===== config.mk =====
export PLATFORM = sky130hd
export DESIGN_NAME = configs_loader_flat
export DESIGN_NICKNAME = d
export VERILOG_FILES = /design/src/rtl/configs_loader_if.sv /design/src/rtl/configs_loader.sv /design/src/flat_wrapper.sv
export SDC_FILE = /design/constraint.sdc
export NUM_CORES = 1
export LEC_CHECK = 0
export CAP_MARGIN = 20
export CORE_AREA = 5 5 295 297
export CTS_BUF_LIST = sky130_fd_sc_hd__clkbuf_4 sky130_fd_sc_hd__clkbuf_8
export DETAILED_ROUTE_END_ITERATION = 6
export DIE_AREA = 0 0 300 302
export MAX_ROUTING_LAYER = met4
export SYNTH_ARGS = -nofsm -noshare
export SYNTH_HDL_FRONTEND = slang
export SYNTH_SLANG_ARGS = --single-unit

===== constraint.sdc =====
create_clock -name clk -period 6.6 [get_ports clk]
set_input_delay 0.66 -clock clk [delete_from_list [all_inputs] [get_ports clk]]
set_output_delay 0.66 -clock clk [all_outputs]
set_load 0.01 [all_outputs]

===== src/rtl/configs_loader_if.sv =====
// Load-stream interface for configs_loader: start request, word stream and status.
interface configs_loader_if #(
  parameter int unsigned DATA_W = 32,
  parameter int unsigned ADDR_W = 5
);
  logic              start;
  logic [ADDR_W-1:0] base_addr;
  logic [ADDR_W:0]   num_words;
  logic [DATA_W-1:0] d_in;
  logic              d_valid;
  logic              d_ready;
  logic              busy;
  logic              done;
  logic              err;

  modport master (
    output start, base_addr, num_words, d_in, d_valid,
    input  d_ready, busy, done, err
  );

  modport slave (
    input  start, base_addr, num_words, d_in, d_valid,
    output d_ready, busy, done, err
  );
endinterface


===== src/rtl/configs_loader.sv =====
// Clocked config register bank loaded from a valid/ready word stream at a programmable base.
// Optional trailing checksum word enabled by defining CONFIGS_LOADER_CHECKSUM_EN.
module configs_loader #(
  parameter int unsigned DATA_W    = 32,
  parameter int unsigned NUM_WORDS = 21,
  parameter int unsigned ADDR_W    = 5
) (
  input  logic                        clk,
  input  logic                        reset,
  configs_loader_if.slave             io,
  input  logic [ADDR_W-1:0]           io_rd_addr,
  output logic [DATA_W-1:0]           io_rd_data,
  output logic [DATA_W*NUM_WORDS-1:0] io_configs_out
);

  // Two extra bits so base + num can never wrap back into the legal range.
  localparam int unsigned EndW = ADDR_W + 2;

`ifdef CONFIGS_LOADER_CHECKSUM_EN
  typedef enum logic [1:0] {StIdle, StLoad, StCheck, StDone} state_e;
`else
  typedef enum logic [1:0] {StIdle, StLoad, StDone} state_e;
`endif

  state_e            state_q;
  logic [ADDR_W-1:0] ptr_q;
  logic [ADDR_W:0]   rem_q;
  logic              ready_q;
  logic              busy_q;
  logic              done_q;
  logic              err_q;
`ifdef CONFIGS_LOADER_CHECKSUM_EN
  logic [DATA_W-1:0] csum_q;
`endif

  logic [DATA_W-1:0] words_q [NUM_WORDS];

  logic [EndW-1:0] end_w;
  logic            range_bad;
  logic            accept;

  assign end_w     = EndW'(io.base_addr) + EndW'(io.num_words);
  assign range_bad = (io.num_words == '0) || (end_w > EndW'(NUM_WORDS));
  assign accept    = (state_q == StLoad) && ready_q && io.d_valid;

  always_ff @(posedge clk) begin
    if (!reset) begin
      state_q <= StIdle;
      ptr_q   <= '0;
      rem_q   <= '0;
      ready_q <= 1'b0;
      busy_q  <= 1'b0;
      done_q  <= 1'b0;
      err_q   <= 1'b0;
`ifdef CONFIGS_LOADER_CHECKSUM_EN
      csum_q  <= '0;
`endif
    end else begin
      done_q <= 1'b0;
      unique case (state_q)
        StIdle: begin
          if (io.start) begin
            if (range_bad) begin
              err_q <= 1'b1;
            end else begin
              err_q   <= 1'b0;
              ptr_q   <= io.base_addr;
              rem_q   <= io.num_words;
              ready_q <= 1'b1;
              busy_q  <= 1'b1;
              state_q <= StLoad;
`ifdef CONFIGS_LOADER_CHECKSUM_EN
              csum_q  <= '0;
`endif
            end
          end
        end
        StLoad: begin
          if (accept) begin
            ptr_q <= ptr_q + 1'b1;
            rem_q <= rem_q - 1'b1;
`ifdef CONFIGS_LOADER_CHECKSUM_EN
            csum_q <= csum_q ^ io.d_in;
            if (rem_q == (ADDR_W+1)'(1)) begin
              state_q <= StCheck;
            end
`else
            if (rem_q == (ADDR_W+1)'(1)) begin
              ready_q <= 1'b0;
              busy_q  <= 1'b0;
              done_q  <= 1'b1;
              state_q <= StDone;
            end
`endif
          end
        end
`ifdef CONFIGS_LOADER_CHECKSUM_EN
        StCheck: begin
          if (io.d_valid) begin
            if (io.d_in != csum_q) begin
              err_q <= 1'b1;
            end
            ready_q <= 1'b0;
            busy_q  <= 1'b0;
            done_q  <= 1'b1;
            state_q <= StDone;
          end
        end
`endif
        StDone: begin
          state_q <= StIdle;
        end
        default: begin
          state_q <= StIdle;
        end
      endcase
    end
  end

  always_ff @(posedge clk) begin
    if (!reset) begin
      for (int i = 0; i < int'(NUM_WORDS); i++) begin
        words_q[i] <= '0;
      end
    end else if (accept) begin
      words_q[ptr_q] <= io.d_in;
    end
  end

  assign io.d_ready = ready_q;
  assign io.busy    = busy_q;
  assign io.done    = done_q;
  assign io.err     = err_q;

  for (genvar gi = 0; gi < int'(NUM_WORDS); gi++) begin : g_flat
    assign io_configs_out[DATA_W*gi +: DATA_W] = words_q[gi];
  end

  always_comb begin
    io_rd_data = '0;
    if (32'(io_rd_addr) < NUM_WORDS) begin
      io_rd_data = words_q[io_rd_addr];
    end
  end

endmodule


===== src/flat_wrapper.sv =====
// flat-port wrapper written by rule: the top's interface ports become plain ports
module configs_loader_flat 
#(
  parameter int unsigned DATA_W    = 32,
  parameter int unsigned NUM_WORDS = 21,
  parameter int unsigned ADDR_W    = 5
)
  (clk, reset, io_rd_addr, io_rd_data, io_configs_out, io_start, io_base_addr, io_num_words, io_d_in, io_d_valid, io_d_ready, io_busy, io_done, io_err);
  configs_loader_if #(.DATA_W(DATA_W), .ADDR_W(ADDR_W)) io_i ();
  input  logic clk;
  input  logic reset;
  input  logic [ADDR_W-1:0] io_rd_addr;
  output logic [DATA_W-1:0] io_rd_data;
  output logic [DATA_W*NUM_WORDS-1:0] io_configs_out;
  input wire logic [$bits(io_i.start)-1:0] io_start;
  input wire logic [$bits(io_i.base_addr)-1:0] io_base_addr;
  input wire logic [$bits(io_i.num_words)-1:0] io_num_words;
  input wire logic [$bits(io_i.d_in)-1:0] io_d_in;
  input wire logic [$bits(io_i.d_valid)-1:0] io_d_valid;
  output wire logic [$bits(io_i.d_ready)-1:0] io_d_ready;
  output wire logic [$bits(io_i.busy)-1:0] io_busy;
  output wire logic [$bits(io_i.done)-1:0] io_done;
  output wire logic [$bits(io_i.err)-1:0] io_err;
  assign io_i.start = io_start;
  assign io_i.base_addr = io_base_addr;
  assign io_i.num_words = io_num_words;
  assign io_i.d_in = io_d_in;
  assign io_i.d_valid = io_d_valid;
  assign io_d_ready = io_i.d_ready;
  assign io_busy = io_i.busy;
  assign io_done = io_i.done;
  assign io_err = io_i.err;
  configs_loader #(.DATA_W(DATA_W), .NUM_WORDS(NUM_WORDS), .ADDR_W(ADDR_W)) u_core (.clk(clk), .reset(reset), .io(io_i), .io_rd_addr(io_rd_addr), .io_rd_data(io_rd_data), .io_configs_out(io_configs_out));
endmodule

==> flow_summary.yaml <==
global_routing:
  grt_remaining_overflow: 0
  grt_pass1_vias: 23350
  grt_pass1_wl_um: 198500
  track_usage_pct: 32.11
  grt_max_degree: 85
  antenna_found_initial: 12
layout:
  mostFrequentLayoutCells: "753 x clkdlybuf4s50_1, 672 x and2_1, 672 x edfxtp_1, 155 x mux2i_1, 123 x clkbuf_8"
  syn2layout_area_growth_pct: 35.09
  finalNetCount: 3126
  drive_gt1_share_pct: 12.12
  final_common_cell: "clkdlybuf4s50_1"
sta:
  post-route-min-period_ns: 5.241
  worst_slew_pin_slew_ns: 1.152
  slew_viol_final: 0
  max_slew_margin_pct: 22.40
  rsz0062_at_grt: "false"
  max_freq_ghz: 0.1908
  setup_violations: 0
  finalSetupTns_ns: 0
  hold_viol: 0
  fin_crit_sh_pct: 79.40
  clock_skew_ns: 0.02759
floorplanning:
  die_x_um: 300
  rows: 107
  start_util_pct: 37.98
  die_h_um: 302
  pin_count: 760
  die_area_um2: 90600
  core-area_um2: 84340
route:
  viasPerCell: 5.606
  route.vias.total: 23850
  drcViolationCount: 0
  drtIter0Drc: 2732
  dr.pass1.iters: 6
  routedWlPerCell_um: 34.51
  final_antenna_net_count: 0
  wirelength_um: 146800
setup_path:
  end_kind: "primary output"
  r2r_cells: 5
  start_kind: "primary input"
  crit_required_ns: 5.94
  reg2reg_slack_ns: 2.75
  worstSetupPathType: "in -> out"
  crit_fanout: 61
  arrival_ns: 4.58
  timing.rr.end: "u_core.words_q[0][11]$_SDFFCE_PN0P_"
  rr_startpoint: "u_core.state_q[0]$_SDFFE_PN0P_"
clocking:
  h-tree-depth: 3
  clk_latency_ns: 0.75
  clkSlewWorstSetupHoldPaths_ns: 0.06
  cts_num_sinks: 688
  cts-root-buf: "clkbuf_8"
  ctsHoldBuffers: 0
  numCtsBuffers: 119
  cts_tree: "done"
  cts_resized: 0
  cts_setup_buffers: 0
  clk_path_buf_depth: 3
place:
  gp_congestion: 0.9775
  port_buffers: 759
  dp_hpwl_um: 107900
synthesis:
  ys_ff_latch: 688
  synth_edf_count: 672
  yosysUniqueCellTypes: 54
  syn_area_per_cell_um2: 13.64
  yosysWarnings: 0
  synth_area_um2: 32030
  netlist_instances: 2349
  synth_fp_nets: 2413
  synthArstFlopShare_pct: 0
  synth_flop_cell: "edfxtp_1"
  synth-seq-area-share_pct: 64.00
worst_hold_path:
  hp-start: "reset"
  hp-class: "in -> reg"
  hold_depth: 3
  min_to: "u_core.state_q[0]$_SDFFE_PN0P_"
power:
  p_leak_uw: 0.01584
  combinationalPowerShare_pct: 12.1
  p_seq_share_pct: 50.0
  ir_drop_mv: 0.1449
  swShare_pct: 26.58
  clock_power_share_pct: 37.9
  powerDensity_nw_per_um2: 234.8
  switchingPower_uw: 2700
  intPower_uw: 7461
  power.total_uw: 10160
flow_run:
  maxCapViolCount: 0
status:
  status: "finished clean"
[kinds of logic (layout without fill, tap and decap cells)]
kind of cell / Yosys count / in the layout / synth area share, %
compound gates: 325 / 325 / 6.863
xor+xnor: 2 / 2 / 0.05470
fa+ha+maj: 12 / 12 / 0.4922
buf+inv: 244 / 1056 / 3.035
flops: 688 / 688 / 64.00
mux: 227 / 227 / 9.836
other cells: 0 / 3 / 0
simple gates: 851 / 851 / 15.72
[worst max-delay path by stage]
stage | start | endpoint | cells past startpoint
floorplan | io_d_valid | u_core.words_q[12][0]$_SDFFCE_PN0P_ | 5
global placement | io_rd_addr[0] | io_rd_data[15] | 9
detailed placement | io_rd_addr[0] | io_rd_data[15] | 9
CTS | io_rd_addr[0] | io_rd_data[15] | 9
global route | io_rd_addr[0] | io_rd_data[15] | 9
finish | io_rd_addr[0] | io_rd_data[15] | 9
[Yosys cell counts, types with 2 or more instances]
library cell / count / area [um2]
buf_4: 4 / 30.03
inv_1: 12 / 45.04
clkbuf_1: 187 / 701.9
a31oi_1: 2 / 12.51
mux4_2: 70 / 1577
nor2b_1: 29 / 181.4
nand2_1: 29 / 108.9
inv_2: 2 / 7.510
nand2b_1: 8 / 50.05
nand3_1: 4 / 20.02
o31ai_1: 4 / 30.03
o221ai_1: 85 / 744.5
nand4_1: 3 / 18.77
o32ai_1: 2 / 17.52
edfxtp_1: 672 / 20180
a211oi_1: 13 / 97.59
dfxtp_1: 16 / 320.3
mux2_2: 2 / 22.52
nor3_1: 4 / 20.02
ha_1: 11 / 137.6
mux2i_1: 155 / 1551
nor2_1: 89 / 334.1
or3_1: 2 / 12.51
a21oi_1: 51 / 255.2
a311o_1: 2 / 20.02
nor3b_1: 2 / 15.01
a221oi_1: 8 / 70.07
o211a_1: 2 / 20.02
buf_1: 11 / 41.29
buf_2: 27 / 135.1
o211ai_1: 29 / 217.7
and2_1: 672 / 4204
o21ai_0: 92 / 460.4
o22ai_1: 28 / 175.2
[power by group through the flow]
stage	clock, uW	sequential [uW]	combinational, uW
floorplan	0	5190	440
global route	4090	5090	1280
global placement	0	5170	1210
finish	3850	5080	1230
CTS	3880	5080	1220
detailed placement	0	5170	1220
[cell type report]
| cell class | instances | area, um2 |
|---|---|---|
| antenna | 3 | 7.507 |
| clock buffer | 155 | 1933 |
| clock inverter | 65 | 370.4 |
| fill | 7230 | 41070 |
| inverter | 14 | 52.55 |
| multi-input combinational | 1417 | 10880 |
| sequential | 688 | 20500 |
| tap | 1090 | 1364 |
| timing repair buffer | 822 | 8169 |
[registers in the layout, indices dropped and copies added, names as in the netlist]
register           flops
u_core.ptr_q           5
u_core.state_q         2
u_core.io.d_ready      1
u_core.io.done         1
u_core.words_q       672
u_core.io.err          1
u_core.rem_q           6
[routing by layer]
layer / GRT usage [%] / routed length [um]
met3: 6.754 / 13050
met5: - / 0
met2: 50.96 / 70090
met1: 41.61 / 58170
met4: 10.68 / 5487
[critical path, cell delays in order]
cell	delay, ns
buf_8	0.39
nor2_1	0.33
nand2_1	0.60
buf_4	0.32
o211ai_1	0.10
o21ai_0	0.90
o221ai_1	0.32
nor2_1	0.22
clkdlybuf4s50_1	0.58
[stage by stage]
step | std cells | area (um2) | utilization, % | worst slack, ns | hold slack [ns]
floorplan | 2349 | 32030 | - | 2.505 | 0.4471
global placement | 4022 | 40790 | 48.37 | 1.586 | 0.4639
detailed placement | 4026 | 40870 | 48.45 | 1.511 | 0.4754
CTS | 4246 | 43170 | 51.18 | 1.509 | 0.3269
global route | 4252 | 43270 | 51.30 | 1.297 | 0.3958
finish | 4254 | 43270 | 51.31 | 1.359 | 0.3576
No activity file was read; power rests on OpenSTA's default activity.
